**src/rtl/ser_piso_feed.sv**
```systemverilog
// ser_piso_feed: parallel-in / serial-out feeder for the serial
// sequence-detector stage. WIDTH-bit words arrive on a valid/ready
// handshake and are shifted out one bit per clock on sout. A one-entry
// holding register lets consecutive words stream with no idle bit between
// them.
//
// Build option: define SER_LSB_FIRST_EN to emit din[0] first; by default
// din[WIDTH-1] is emitted first. Timing is identical in both builds.
//
// Ports:
//   clk        in   clock, all state changes on the rising edge
//   rst        in   synchronous active-high reset
//   din        in   parallel word (WIDTH bits)
//   din_valid  in   din holds a word to accept
//   din_ready  out  a word can be accepted this cycle (!rst && !hold_full)
//   sout       out  serial bit (IDLE_BIT when no word is being shifted)
//   sout_valid out  sout carries a data bit this cycle
//   word_done  out  pulse concurrent with the last bit of each word
//   busy       out  shifter or holding register occupied
module ser_piso_feed #(
  parameter int   WIDTH    = 8,
  parameter logic IDLE_BIT = 1'b1
) (
  input  logic             clk,
  input  logic             rst,
  input  logic [WIDTH-1:0] din,
  input  logic             din_valid,
  output logic             din_ready,
  output logic             sout,
  output logic             sout_valid,
  output logic             word_done,
  output logic             busy
);

  localparam int CNT_W = $clog2(WIDTH);
  localparam logic [CNT_W-1:0] CNT_LAST   = CNT_W'(WIDTH - 1);
  localparam logic [CNT_W-1:0] CNT_PENULT = CNT_W'(WIDTH - 2);

  typedef enum logic {ST_IDLE, ST_SHIFT} state_t;

  state_t           state;
  logic [CNT_W-1:0] cnt;        // index of the bit currently on sout
  logic [WIDTH-1:0] shreg;      // bits still to be emitted, next one in lead position
  logic [WIDTH-1:0] hold;
  logic             hold_full;

  logic xfer;
  logic last;
  logic load_hold;
  logic load_din;
  logic hold_wr;

`ifdef SER_LSB_FIRST_EN
  function automatic logic first_bit(input logic [WIDTH-1:0] w);
    return w[0];
  endfunction

  function automatic logic [WIDTH-1:0] rest(input logic [WIDTH-1:0] w);
    return {1'b0, w[WIDTH-1:1]};
  endfunction
`else
  function automatic logic first_bit(input logic [WIDTH-1:0] w);
    return w[WIDTH-1];
  endfunction

  function automatic logic [WIDTH-1:0] rest(input logic [WIDTH-1:0] w);
    return {w[WIDTH-2:0], 1'b0};
  endfunction
`endif

  assign din_ready = !rst && !hold_full;

  always_comb begin
    xfer      = din_valid && din_ready;
    last      = (state == ST_SHIFT) && (cnt == CNT_LAST);
    // On the last-bit edge a held word has priority; din_ready is low then,
    // so a direct load can only happen with the holding register empty.
    load_hold = last && hold_full;
    load_din  = xfer && ((state == ST_IDLE) || (last && !hold_full));
    hold_wr   = xfer && (state == ST_SHIFT) && !last;
  end

  // Control: state, counter, handshake flag and registered outputs
  always_ff @(posedge clk) begin
    if (rst) begin
      state      <= ST_IDLE;
      cnt        <= '0;
      hold_full  <= 1'b0;
      sout       <= IDLE_BIT;
      sout_valid <= 1'b0;
      word_done  <= 1'b0;
      busy       <= 1'b0;
    end else begin
      word_done <= 1'b0;
      if (load_hold || load_din) begin
        state      <= ST_SHIFT;
        cnt        <= '0;
        sout       <= load_hold ? first_bit(hold) : first_bit(din);
        sout_valid <= 1'b1;
        busy       <= 1'b1;
      end else if ((state == ST_SHIFT) && !last) begin
        cnt        <= cnt + CNT_W'(1);
        sout       <= first_bit(shreg);
        sout_valid <= 1'b1;
        word_done  <= (cnt == CNT_PENULT);
        busy       <= 1'b1;
      end else begin
        state      <= ST_IDLE;
        cnt        <= '0;
        sout       <= IDLE_BIT;
        sout_valid <= 1'b0;
        busy       <= 1'b0;
      end

      if (load_hold) begin
        hold_full <= 1'b0;
      end else if (hold_wr) begin
        hold_full <= 1'b1;
      end
    end
  end

  // Data: shifter and holding register carry no reset
  always_ff @(posedge clk) begin
    if (load_hold) begin
      shreg <= rest(hold);
    end else if (load_din) begin
      shreg <= rest(din);
    end else if (state == ST_SHIFT) begin
      shreg <= rest(shreg);
    end

    if (hold_wr) begin
      hold <= din;
    end
  end

endmodule

```
**config.mk**
```make
export PLATFORM = sky130hd
export DESIGN_NAME = ser_piso_feed
export DESIGN_NICKNAME = d
export VERILOG_FILES = /design/src/rtl/ser_piso_feed.sv
export SDC_FILE = /design/constraint.sdc
export NUM_CORES = 1
export LEC_CHECK = 0
export ABC_AREA = 0
export BUFFER_PORTS_ARGS = -buffer_cell sky130_fd_sc_hd__buf_2
export CORE_MARGIN = 8
export CORE_UTILIZATION = 45
export CTS_CLUSTER_DIAMETER = 40
export DETAILED_ROUTE_END_ITERATION = 7
export GPL_ROUTABILITY_DRIVEN = 0
export PLACE_DENSITY_LB_ADDON = 0.25
export SYNTH_ARGS = -nofsm -noshare
export SYNTH_HDL_FRONTEND = slang
export SYNTH_SLANG_ARGS = --single-unit
export TNS_END_PERCENT = 1
```
**constraint.sdc**
```tcl
create_clock -name clk -period 2.8 [get_ports clk]
set_clock_uncertainty 0.1 [all_clocks]
set_input_delay 0.84 -clock clk [delete_from_list [all_inputs] [get_ports clk]]
set_output_delay 0.84 -clock clk [all_outputs]
set_load 0.05 [all_outputs]
```
==> results of run 1 <==
placed cells by master (no fill, tap or decap):
cell	n
sky130_fd_sc_hd__nor2_1	4
sky130_fd_sc_hd__buf_4	1
sky130_fd_sc_hd__mux2i_1	7
sky130_fd_sc_hd__buf_2	15
sky130_fd_sc_hd__ha_1	3
sky130_fd_sc_hd__nand2b_4	1
sky130_fd_sc_hd__a21oi_1	3
sky130_fd_sc_hd__clkbuf_1	1
sky130_fd_sc_hd__and3_1	2
sky130_fd_sc_hd__edfxtp_1	15
sky130_fd_sc_hd__o21ai_1	7
sky130_fd_sc_hd__clkbuf_4	3
sky130_fd_sc_hd__nor2b_1	2
sky130_fd_sc_hd__or3_1	1
sky130_fd_sc_hd__dfxtp_1	8
sky130_fd_sc_hd__nand2_1	8
sky130_fd_sc_hd__nor2b_4	1
sky130_fd_sc_hd__inv_1	3
sky130_fd_sc_hd__nand2b_1	2
sky130_fd_sc_hd__nand3_1	1
sky130_fd_sc_hd__a211oi_1	1
sky130_fd_sc_hd__o21ai_0	1
sky130_fd_sc_hd__and2_1	1
power groups by stage:
stage / Clock (mW) / Sequential (mW) / Combinational, mW
5_1_grt: 0.170 / 0.395 / 0.0793
6_report: 0.149 / 0.392 / 0.0717
2_1_floorplan: 0 / 0.407 / 0.0459
3_5_place_dp: 0 / 0.400 / 0.0724
3_3_place_gp: 0 / 0.400 / 0.0708
4_1_cts: 0.158 / 0.393 / 0.0727
Yosys cell counts, drive strengths merged:
library cell	n
and2	1
nand3	1
ha	3
nor2b	3
and3	2
o21ai	8
or3	1
inv	3
nand2b	3
clkbuf	1
nand2	8
a211oi	1
mux2i	7
dfxtp	8
edfxtp	15
nor2	4
buf	3
a21oi	3
kinds of logic (layout without fill, tap and decap cells):
| group | count (synthesis) | in the layout | synth area share [%] |
|---|---|---|---|
| AND/OR/NAND/NOR | 23 | 23 | 13.47 |
| multiplexers | 7 | 7 | 7.398 |
| flip-flops | 23 | 23 | 64.46 |
| AO/OA/AOI/OAI | 12 | 12 | 6.604 |
| adder cells (fa/ha/maj) | 3 | 3 | 3.963 |
| buffers and inverters | 7 | 23 | 4.094 |
state kept, by name (all words and copies together), names as in the netlist:
name / count
cnt: 3
shreg: 7
state: 1
busy: 1
hold_full: 1
word_done: 1
hold: 8
sout: 1
worst min path at each step:
stage,end,slack (ns),cells after the start
4_1_cts,cnt[0]$_SDFF_PP0_,0.36,1
6_report,cnt[0]$_SDFF_PP0_,0.35,1
3_5_place_dp,cnt[0]$_SDFF_PP0_,0.34,1
5_1_grt,cnt[0]$_SDFF_PP0_,0.38,1
2_1_floorplan,cnt[0]$_SDFF_PP0_,0.32,1
3_3_place_gp,cnt[0]$_SDFF_PP0_,0.33,1
metal layers:
| layer | GRT usage (%) | up-vias | routed length, µm |
|---|---|---|---|
| li1 | - | 291 | - |
| met1 | 10.55 | 252 | 700 |
| met2 | 13.44 | 17 | 662 |
| met3 | 2.263 | 4 | 91 |
| met4 | 5.844 | 0 | 27 |
| met5 | 0 | - | 0 |
stage by stage:
stage / hold slack, ns / std cells
after global routing: 0.3798 / 118
final: 0.3543 / 118
after detailed placement: 0.3395 / 114
after floorplan: 0.3173 / 75
after CTS: 0.3580 / 118
after global placement: 0.3337 / 114
worst register-to-register path, stage by stage, from the launching register on:
cell                       delay [ns]
sky130_fd_sc_hd__dfxtp_1         0.37
sky130_fd_sc_hd__ha_1            0.16
sky130_fd_sc_hd__ha_1            0.24
sky130_fd_sc_hd__nor2b_4         0.06
sky130_fd_sc_hd__or3_1           0.56
sky130_fd_sc_hd__nand2b_1        0.37
final cells by class:
class	count	area, µm²	area share (%)
sequential	23	610.6	57.48
tap	27	33.78	3.180
clock buffer	4	26.28	2.473
timing repair buffer	16	82.58	7.774
multi-input combinational	45	297.8	28.03
inverter	3	11.26	1.060
==> PnR_summary.wiki, run 1 <==
{| class="wikitable"
! Metric !! Value
|-
| Result of the run || finished, final reports clean
|-
| Number of detailed-routing iterations run before antenna repair || 4
|-
| Synthesis Warnings || 0
|-
| Register-to-Register Path Depth || 5
|-
| Floorplan core area || ~2000 µm²
|-
| Leakage dissipation || 0.4552 nW
|-
| Mapped Cells || between 70 and 80
|-
| Highest clock frequency the design can meet || about 0.44 GHz
|-
| End of the critical path || din_ready
|-
| Startpoint kind of the worst setup timing path || input pin
|-
| # Max-Cap Violations || 0
|-
| Layout overhead on the synthesized area || 12.15%
|-
| Library cell appearing most often on the critical path || sky130_fd_sc_hd__buf_2
|-
| Effective utilization at floorplan || 47.79%
|-
| Time the worst path needs with I/O delays and setup || approximately 2.3 ns
|-
| Netlist cell types || 23
|-
| Worst reg-to-reg setup slack || between 0.6 and 0.7 ns
|-
| Critical-path cell with the highest stage delay || sky130_fd_sc_hd__buf_2
|-
| Worst setup slack before clock tree synthesis || roughly 0.42 ns
|-
| Filler instances || 179
|-
| Max-slew headroom at the worst pin || about 67%
|-
| Fraction of final layout cells with drive strength greater than 1 || a little under a quarter
|-
| Worst voltage drop across the vdd grid || 0.0002465 V
|-
| Residual DRC || 0
|-
| Cell count along the critical path || 3
|-
| H-tree depth || 1
|-
| Mean routed wirelength per cell || around 13 µm
|-
| Hold Startpoint || cnt[0]$_SDFF_PP0_
|-
| HP Class || flip-flop to flip-flop
|-
| Layout Cell Area excl Fill || around 1100 µm²
|-
| CTS Buf Count || 3
|-
| Crit path launch || rst
|-
| Finished Core Util || a little over half
|-
| Unrepaired setup endpoints after global routing || no
|-
| Part of the total power dissipated in the clock network || between 20% and 30%
|-
| DRC violation total after the first TritonRoute iteration || 10
|-
| Net switching component of the power || around 150 µW
|-
| Proportion of power drawn by flip-flops and latches || between 60% and 70%
|-
| Residual overflow from global routing || 0
|-
| Ports placed on the boundary || 16
|-
| Via count of the first global-routing pass || roughly 550
|-
| Final total power || between 600 and 700 µW
|-
| Nets in the synthesized netlist || a little under 90
|-
| Clock tree from TritonCTS || done
|-
| First-pass GRT wire length || around 2400 µm
|-
| Vertical die dimension || 61.88 µm
|-
| Clock insertion delay at the later pin of the skew report || 0.31 ns
|-
| Dominant cells by area after synthesis || sky130_fd_sc_hd__edfxtp_1 48%, sky130_fd_sc_hd__dfxtp_1 17%, sky130_fd_sc_hd__mux2i_1 7.4%
|-
| Final Slew Violations || 0
|-
| Buffers and inverters on the worst path || 2
|-
| Row count || 16
|-
| Number of hold-repair buffers added at the cts stage || 0
|-
| Number of buffers inserted to repair setup after CTS || 0
|-
| Synth Cell Area || between 900 and 1000 µm²
|-
| Proportion of power drawn by combinational gates || about an eighth
|-
| CP top delay family || buffers and inverters
|-
| Clock Tree Buf Depth || 2
|-
| Share of the synthesized area in the top cell type || between 40% and 50%
|-
| Die span in x || around 62 µm
|-
| Critical Path Max Stage Delay || between 0.2 and 0.3 ns
|-
| Clock-pin slew of the registers on the worst-case setup and hold paths || roughly 0.11 ns
|-
| Antenna Diode Count || 0
|-
| Cell type contributing the most total cell area after synthesis || sky130_fd_sc_hd__edfxtp_1
|-
| Remaining antenna violation count after routing || 0
|-
| Total power density per cell area || 577.5 nW/µm²
|-
| Detailed placement HPWL || 1060 µm
|-
| Post-synthesis sequential area ratio || roughly 64%
|-
| Net count, final || 106
|-
| Switching share of total power || a little under a quarter
|-
| List of cells traversed by the critical path || buf_2, nor2_1, buf_2
|-
| Setup crit end kind || output pin
|-
| Clock tree root driver cell || sky130_fd_sc_hd__clkbuf_4
|-
| Sink count of the clock tree || 23
|-
| Setup_tns || 0 ns
|-
| Post-detailed-placement cell area || 1036 µm²
|-
| Final Hold Fails || 0
|-
| Internal power summed over all cells || about 470 µW
|-
| Register bit total from synthesis || 23
|-
| Critical path data required time || 1.86 ns
|-
| Final setup fails || 0
|-
| Die Footprint || approximately 3800 µm²
|-
| Global routing usage summed across all routing layers || under 10%
|-
| Data arrival time of the critical path || 1.31 ns
|-
| Number of cells upsized or downsized after cts || 0
|-
| Maximum net fanout on the critical path || 7
|-
| Antenna violations before repair || 0
|-
| Vias after detailed routing || approximately 560
|-
| Final setup slack of the worst path || 0.5487 ns
|-
| Largest net degree at the start of global routing || 16
|-
| Actual transition at the worst max-transition pin || around 0.5 ns
|-
| Total of buffers placed on input and output ports || 15
|-
| Tcrit/Tclk final || a little over 80%
|-
| Final routed wirelength across all metal layers || about 1500 µm
|-
| Reg-to-reg critical path endpoint || shreg[1]$_DFFE_PP_
|-
| Path type of the worst setup path || input pin to output pin
|-
| Mean number of vias per cell || around 4.8
|-
| Per-instance average area after synthesis || between 10 and 15 µm²
|-
| Launch point of the worst reg-to-reg path || cnt[0]$_SDFF_PP0_
|}
(Power assumes the default switching activity.)
==> run 2, diff against run 1 <==
- clock period: 2.8 -> 2.1 ns (I/O delays scaled with it)
==> run 2 against run 1 <==
Cell area up 1.1%. Power up 33%. Worst hold slack worse by 0.0029 ns. Combinational power up 35%. Final cell count up 0.85%. Highest routed layer unchanged. Largest cell class unchanged. Global-route usage down 0.16 points.
==> PnR_summary.wiki, run 2 (synthesis gave the netlist of run 1 again) <==
{| class="wikitable"
! Metric !! Value
|-
| Net count, final || approximately 110
|-
| Actual transition at the worst max-transition pin || about 0.5 ns
|-
| Mean number of vias per cell || 4.773
|-
| Number of buffers inserted to repair setup after CTS || 0
|-
| CTS Buf Count || 3
|-
| Remaining antenna violation count after routing || 0
|-
| Internal power summed over all cells || about 620 µW
|-
| Vertical die dimension || around 62 µm
|-
| Cell count of the worst hold path || 1
|-
| Flip-flop count of the largest register, all copies and words added || 8
|-
| Die Footprint || between 3000 and 4000 µm²
|-
| Hold Crit Endpoint || cnt[0]$_SDFF_PP0_
|-
| Final Slew Violations || 0
|-
| Mean routed wirelength per cell || around 12 µm
|-
| Critical path data required time || roughly 2.0 ns
|-
| Proportion of power drawn by combinational gates || a little under an eighth
|-
| Antenna violations before repair || 0
|-
| First-pass GRT wire length || 2435 µm
|-
| Clock-pin slew of the registers on the worst-case setup and hold paths || between 0.1 and 0.15 ns
|-
| H-tree depth || 1
|-
| Max-slew headroom at the worst pin || around two thirds
|-
| Final Hold Fails || 0
|-
| Ports placed on the boundary || 16
|-
| Proportion of power drawn by flip-flops and latches || 64.4%
|-
| Part of the total power dissipated in the clock network || between 20% and 30%
|-
| Net switching component of the power || between 150 and 200 µW
|-
| Detailed placement HPWL || approximately 1100 µm
|-
| Critical-path cell with the highest stage delay || sky130_fd_sc_hd__dfxtp_1
|-
| CP top delay family || simple AND/OR/NAND/NOR gates
|-
| Layout overhead on the synthesized area || 13.34%
|-
| Number of hold-repair buffers added at the cts stage || 0
|-
| Final setup fails || 0
|-
| Worst reg-to-reg setup slack || approximately 0.16 ns
|-
| Total of buffers placed on input and output ports || 15
|-
| Floorplan core area || slightly below 2000 µm²
|-
| Setup_tns || 0 ns
|-
| List of cells traversed by the critical path || ha_1, ha_2, nor2b_4, or3_1, buf_4, mux2i_1, o21ai_1
|-
| Unrepaired setup endpoints after global routing || no
|-
| Number of detailed-routing iterations run before antenna repair || 3
|-
| Most frequent cells in the layout || 15 x sky130_fd_sc_hd__edfxtp_1, 15 x sky130_fd_sc_hd__buf_2, 8 x sky130_fd_sc_hd__nand2_1, 8 x sky130_fd_sc_hd__dfxtp_1
|-
| Launch point of the worst reg-to-reg path || cnt[0]$_SDFF_PP0_
|-
| Effective utilization at floorplan || roughly 48%
|-
| Via count of the first global-routing pass || between 500 and 600
|-
| Data arrival time of the critical path || roughly 1.9 ns
|-
| Sink count of the clock tree || 23
|-
| Result of the run || finished, final reports clean
|-
| Highest clock frequency the design can meet || ~0.5 GHz
|-
| Tcrit/Tclk final || between 90% and 100%
|-
| Clock tree from TritonCTS || done
|-
| Register-to-Register Path Depth || 7
|-
| Clock insertion delay at the later pin of the skew report || roughly 0.30 ns
|-
| Residual overflow from global routing || 0
|-
| Reg-to-reg critical path endpoint || shreg[7]$_DFFE_PP_
|-
| Die span in x || between 60 and 70 µm
|-
| # Max-Cap Violations || 0
|-
| Worst voltage drop across the vdd grid || ~0.00039 V
|-
| Clock tree root driver cell || sky130_fd_sc_hd__clkbuf_4
|-
| Filler instances || ~180
|-
| Critical Path Max Stage Delay || 0.37 ns
|-
| Buffers and inverters on the worst path || 1
|-
| Setup crit end kind || flip-flop
|-
| Leakage dissipation || roughly 0.46 nW
|-
| Largest registers in the final layout || hold (8), shreg (7), cnt (3)
|-
| HP Class || flip-flop to flip-flop
|-
| Time the worst path needs with I/O delays and setup || between 1.5 and 2 ns
|-
| Hold Startpoint || cnt[0]$_SDFF_PP0_
|-
| Switching share of total power || around a quarter
|-
| Maximum net fanout on the critical path || 8
|-
| Finished Core Util || roughly 54%
|-
| Vias after detailed routing || roughly 570
|-
| Startpoint kind of the worst setup timing path || flip-flop
|-
| Total power density per cell area || 757.5 nW/µm²
|-
| Path type of the worst setup path || flip-flop to flip-flop
|-
| Final total power || approximately 810 µW
|-
| Largest net degree at the start of global routing || 16
|-
| Row count || 16
|-
| Top register by number of flip-flops || hold
|-
| Clock Tree Buf Depth || 2
|-
| Fraction of final layout cells with drive strength greater than 1 || a little over a quarter
|-
| Residual DRC || 0
|-
| Final routed wirelength across all metal layers || between 1000 and 1500 µm
|-
| Antenna Diode Count || 0
|-
| Global routing usage summed across all routing layers || between 8 and 9%
|-
| DRC violation total after the first TritonRoute iteration || 13
|}
[run 2: cell types whose count changed in the layout (fill, tap and decap cells not counted), sizes merged]
cell | before | now
buf | 16 | 17
clkbuf | 4 | 3
clkinv | 0 | 1
[run 2: layer usage]
metal / global-route usage [%] / routed length, µm / up-vias
met3: 2.881 / 93 / 2
met5: 0 / 0 / -
li1: - / - / 297
met2: 14.18 / 649 / 9
met4: 2.922 / 8 / 0
met1: 10.21 / 698 / 260
[run 2: timing repair]
item                       in CTS  in global routing
setup endpoints to repair       0                  1
gates resized for setup         0                  1
hold endpoints to repair        0                  0
[run 2: worst max-delay path by stage]
stage / from / endpoint / slack, ns / cells after the start
2_1_floorplan: rst / din_ready / 0.1 / 1
3_3_place_gp: rst / shreg[6]$_DFFE_PP_ / 0.15 / 5
3_5_place_dp: cnt[0]$_SDFF_PP0_ / shreg[7]$_DFFE_PP_ / 0.12 / 7
4_1_cts: cnt[0]$_SDFF_PP0_ / shreg[5]$_DFFE_PP_ / 0.11 / 7
5_1_grt: cnt[0]$_SDFF_PP0_ / shreg[7]$_DFFE_PP_ / 0.04 / 7
6_report: cnt[0]$_SDFF_PP0_ / shreg[7]$_DFFE_PP_ / 0.16 / 7
[run 2: cell type report]
cell class	instances	area [µm²]	area share, %
clock buffer	3	22.52	2.098
clock inverter	1	5.005	0.4662
inverter	3	11.26	1.049
multi-input combinational	45	300.3	27.97
sequential	23	610.6	56.88
tap	27	33.78	3.147
timing repair buffer	17	90.09	8.392
[run 2: power groups by stage]
stage / Clock (mW) / Combinational [mW] / Sequential [mW]
finish: 0.193 / 0.0968 / 0.523
global route: 0.223 / 0.106 / 0.527
CTS: 0.205 / 0.0983 / 0.524
detailed placement: 0 / 0.0984 / 0.534
global placement: 0 / 0.0962 / 0.533
floorplan: 0 / 0.0613 / 0.542
[run 2: through the flow]
step / cell area, µm² / setup slack, ns / hold WS [ns] / cells
5_1_grt: 1074 / 0.04129 / 0.3747 / 119
3_5_place_dp: 1044 / 0.1187 / 0.3391 / 115
6_report: 1074 / 0.1560 / 0.3514 / 119
4_1_cts: 1071 / 0.1053 / 0.3606 / 119
3_3_place_gp: 1044 / 0.1511 / 0.3308 / 115
2_1_floorplan: 947.2 / 0.09518 / 0.3173 / 75
==> run 3, diff against run 2 <==
- BUFFER_PORTS_ARGS: -buffer_cell sky130_fd_sc_hd__buf_2 -> not set
- DONT_BUFFER_PORTS: not set -> 1
==> run 3 against run 2 <==
Non-clock buffer count is 12 lower. Largest power group unchanged. Count of clock-buffer cells in the layout did not move. Largest cell class unchanged. Via count down 6.7%. Combinational power is 17% lower. Utilization shrank 2.7 points. Worst hold slack got worse by 0.073 ns. Setup slack worse by 0.047 ns. Critical path type unchanged.
==> PnR_summary.wiki, run 3 (synthesis gave the netlist of run 1 again) <==
{| class="wikitable"
! Metric !! Value
|-
| Mean routed wirelength per cell || around 14 µm
|-
| Worst setup slack before clock tree synthesis || between 0.08 and 0.09 ns
|-
| Top register by number of flip-flops || hold
|-
| CTS Buf Count || 3
|-
| Die Footprint || ~3800 µm²
|-
| Residual overflow from global routing || 0
|-
| Clock Tree Buf Depth || 2
|-
| Flip-flop count of the largest register, all copies and words added || 8
|-
| Setup_tns || 0 ns
|-
| Data arrival time of the critical path || about 1.9 ns
|-
| Final Slew Violations || 0
|-
| Path type of the worst setup path || flip-flop to flip-flop
|-
| Max-slew headroom at the worst pin || 67.94%
|-
| Final total power || 806.1 µW
|-
| Largest registers in the final layout || hold (8), shreg (7), cnt (3)
|-
| Unrepaired setup endpoints after global routing || no
|-
| Highest clock frequency the design can meet || 0.5022 GHz
|-
| Clock insertion delay at the later pin of the skew report || ~0.30 ns
|-
| Floorplan core area || 1982 µm²
|-
| Worst voltage drop across the vdd grid || ~0.00046 V
|-
| Mean number of vias per cell || between 4 and 5
|-
| Result of the run || finished, final reports clean
|-
| Global routing usage summed across all routing layers || 8.581%
|-
| Time the worst path needs with I/O delays and setup || roughly 2 ns
|-
| Sink count of the clock tree || 23
|-
| Ports placed on the boundary || 16
|-
| Final Hold Fails || 0
|-
| Vias after detailed routing || 530
|-
| DRC violation total after the first TritonRoute iteration || 23
|-
| CP top delay family || simple AND/OR/NAND/NOR gates
|-
| Post-layout instance count excluding filler cells || ~110
|-
| Setup crit end kind || flip-flop
|-
| # Max-Cap Violations || 0
|-
| Clock-pin slew of the registers on the worst-case setup and hold paths || 0.12 ns
|-
| Effective utilization at floorplan || between 40% and 50%
|-
| HP Class || input pin to flip-flop
|-
| Buffers and inverters on the worst path || 1
|-
| Length of routed wiring on met1 || between 600 and 700 µm
|-
| Cell count after placement || between 100 and 150
|-
| Fraction of final layout cells with drive strength greater than 1 || 15.00%
|-
| Final routed wirelength across all metal layers || between 1000 and 1500 µm
|-
| Actual transition at the worst max-transition pin || roughly 0.48 ns
|-
| Row count || 16
|-
| Number of detailed-routing iterations run before antenna repair || 4
|-
| Met3 Routed Length || 118 µm
|-
| Final setup slack of the worst path || approximately 0.11 ns
|-
| Remaining antenna violation count after routing || 0
|-
| Commonest non-fill, non-tap cell in the layout || sky130_fd_sc_hd__edfxtp_1
|-
| Residual DRC || 0
|-
| Via count of the first global-routing pass || ~490
|-
| Critical path data required time || about 2.1 ns
|-
| Die span in x || roughly 62 µm
|-
| Final setup fails || 0
|-
| Total of buffers placed on input and output ports || 0
|-
| Number of buffers inserted to repair setup after CTS || 0
|-
| First-pass GRT wire length || about 2400 µm
|-
| Antenna violations before repair || 0
|-
| Layout Cell Area excl Fill || roughly 1000 µm²
|-
| Clock tree from TritonCTS || done
|-
| Maximum net fanout on the critical path || 6
|-
| Startpoint kind of the worst setup timing path || flip-flop
|-
| Clock tree root driver cell || sky130_fd_sc_hd__clkbuf_4
|-
| H-tree depth || 1
|-
| Finished Core Util || approximately half
|-
| Largest net degree at the start of global routing || 16
|-
| Critical Path Max Stage Delay || 0.39 ns
|-
| Worst hold slack across all endpoints || 0.2786 ns
|-
| Max layer used || met4
|-
| Total power density per cell area || between 700 and 800 nW/µm²
|-
| Most frequent cells in the layout || 15 x sky130_fd_sc_hd__edfxtp_1, 8 x sky130_fd_sc_hd__nand2_1, 8 x sky130_fd_sc_hd__dfxtp_1
|-
| Routed met2 length || between 600 and 700 µm
|-
| Critical-path cell with the highest stage delay || sky130_fd_sc_hd__or3_1
|-
| Antenna Diode Count || 0
|-
| Vertical die dimension || 61.88 µm
|-
| Tcrit/Tclk final || a little over nine tenths
|-
| Leakage dissipation || about 0.41 nW
|-
| Post-detailed-placement cell area || 991.0 µm²
|-
| Layout overhead on the synthesized area || 7.794%
|-
| List of cells traversed by the critical path || ha_1, ha_2, nor2b_4, or3_1, buf_4, mux2i_1, o21ai_1
|-
| Net count, final || 95
|}
==> run 3: power breakdown <==
part           internal, mW  leakage (nW)  switching [mW]
Sequential            0.513         0.206          0.0155
Clock                0.0709        0.0177           0.127
Combinational        0.0322         0.188          0.0477
Total                 0.616         0.412           0.190
==> run 3: area by class of cell <==
| cell class | count | area (µm²) |
|---|---|---|
| Clock inverter | 1 | 5.005 |
| Clock buffer | 3 | 22.52 |
| Fill cell | 167 | 960.9 |
| Tap cell | 27 | 33.78 |
| Multi-Input combinational cell | 45 | 300.3 |
| Inverter | 3 | 11.26 |
| Sequential cell | 23 | 610.6 |
| Timing Repair Buffer | 5 | 37.54 |
==> run 3: worst paths after layout <==
check / from / to / slack, ns / cells past startpoint
min: rst / state$_SDFFE_PP0P_ / 0.28 / 1
max reg2reg: cnt[0]$_SDFF_PP0_ / shreg[2]$_DFFE_PP_ / 0.11 / 7
max: cnt[0]$_SDFF_PP0_ / shreg[2]$_DFFE_PP_ / 0.11 / 7
min reg2reg: cnt[0]$_SDFF_PP0_ / cnt[0]$_SDFF_PP0_ / 0.37 / 1
==> run 3: what timing repair did <==
| action | CTS | global route |
|---|---|---|
| hold buffers | 0 | 0 |
| gates resized for setup | 0 | 1 |
| endpoints found under the setup margin | 0 | 5 |
==> run 3: routing by layer <==
layer | GRT usage, % | vias to the layer above
met1 | 11.23 | 246
met4 | 3.896 | 0
li1 | - | 272
met2 | 11.96 | 10
met5 | 0 | -
met3 | 3.498 | 2
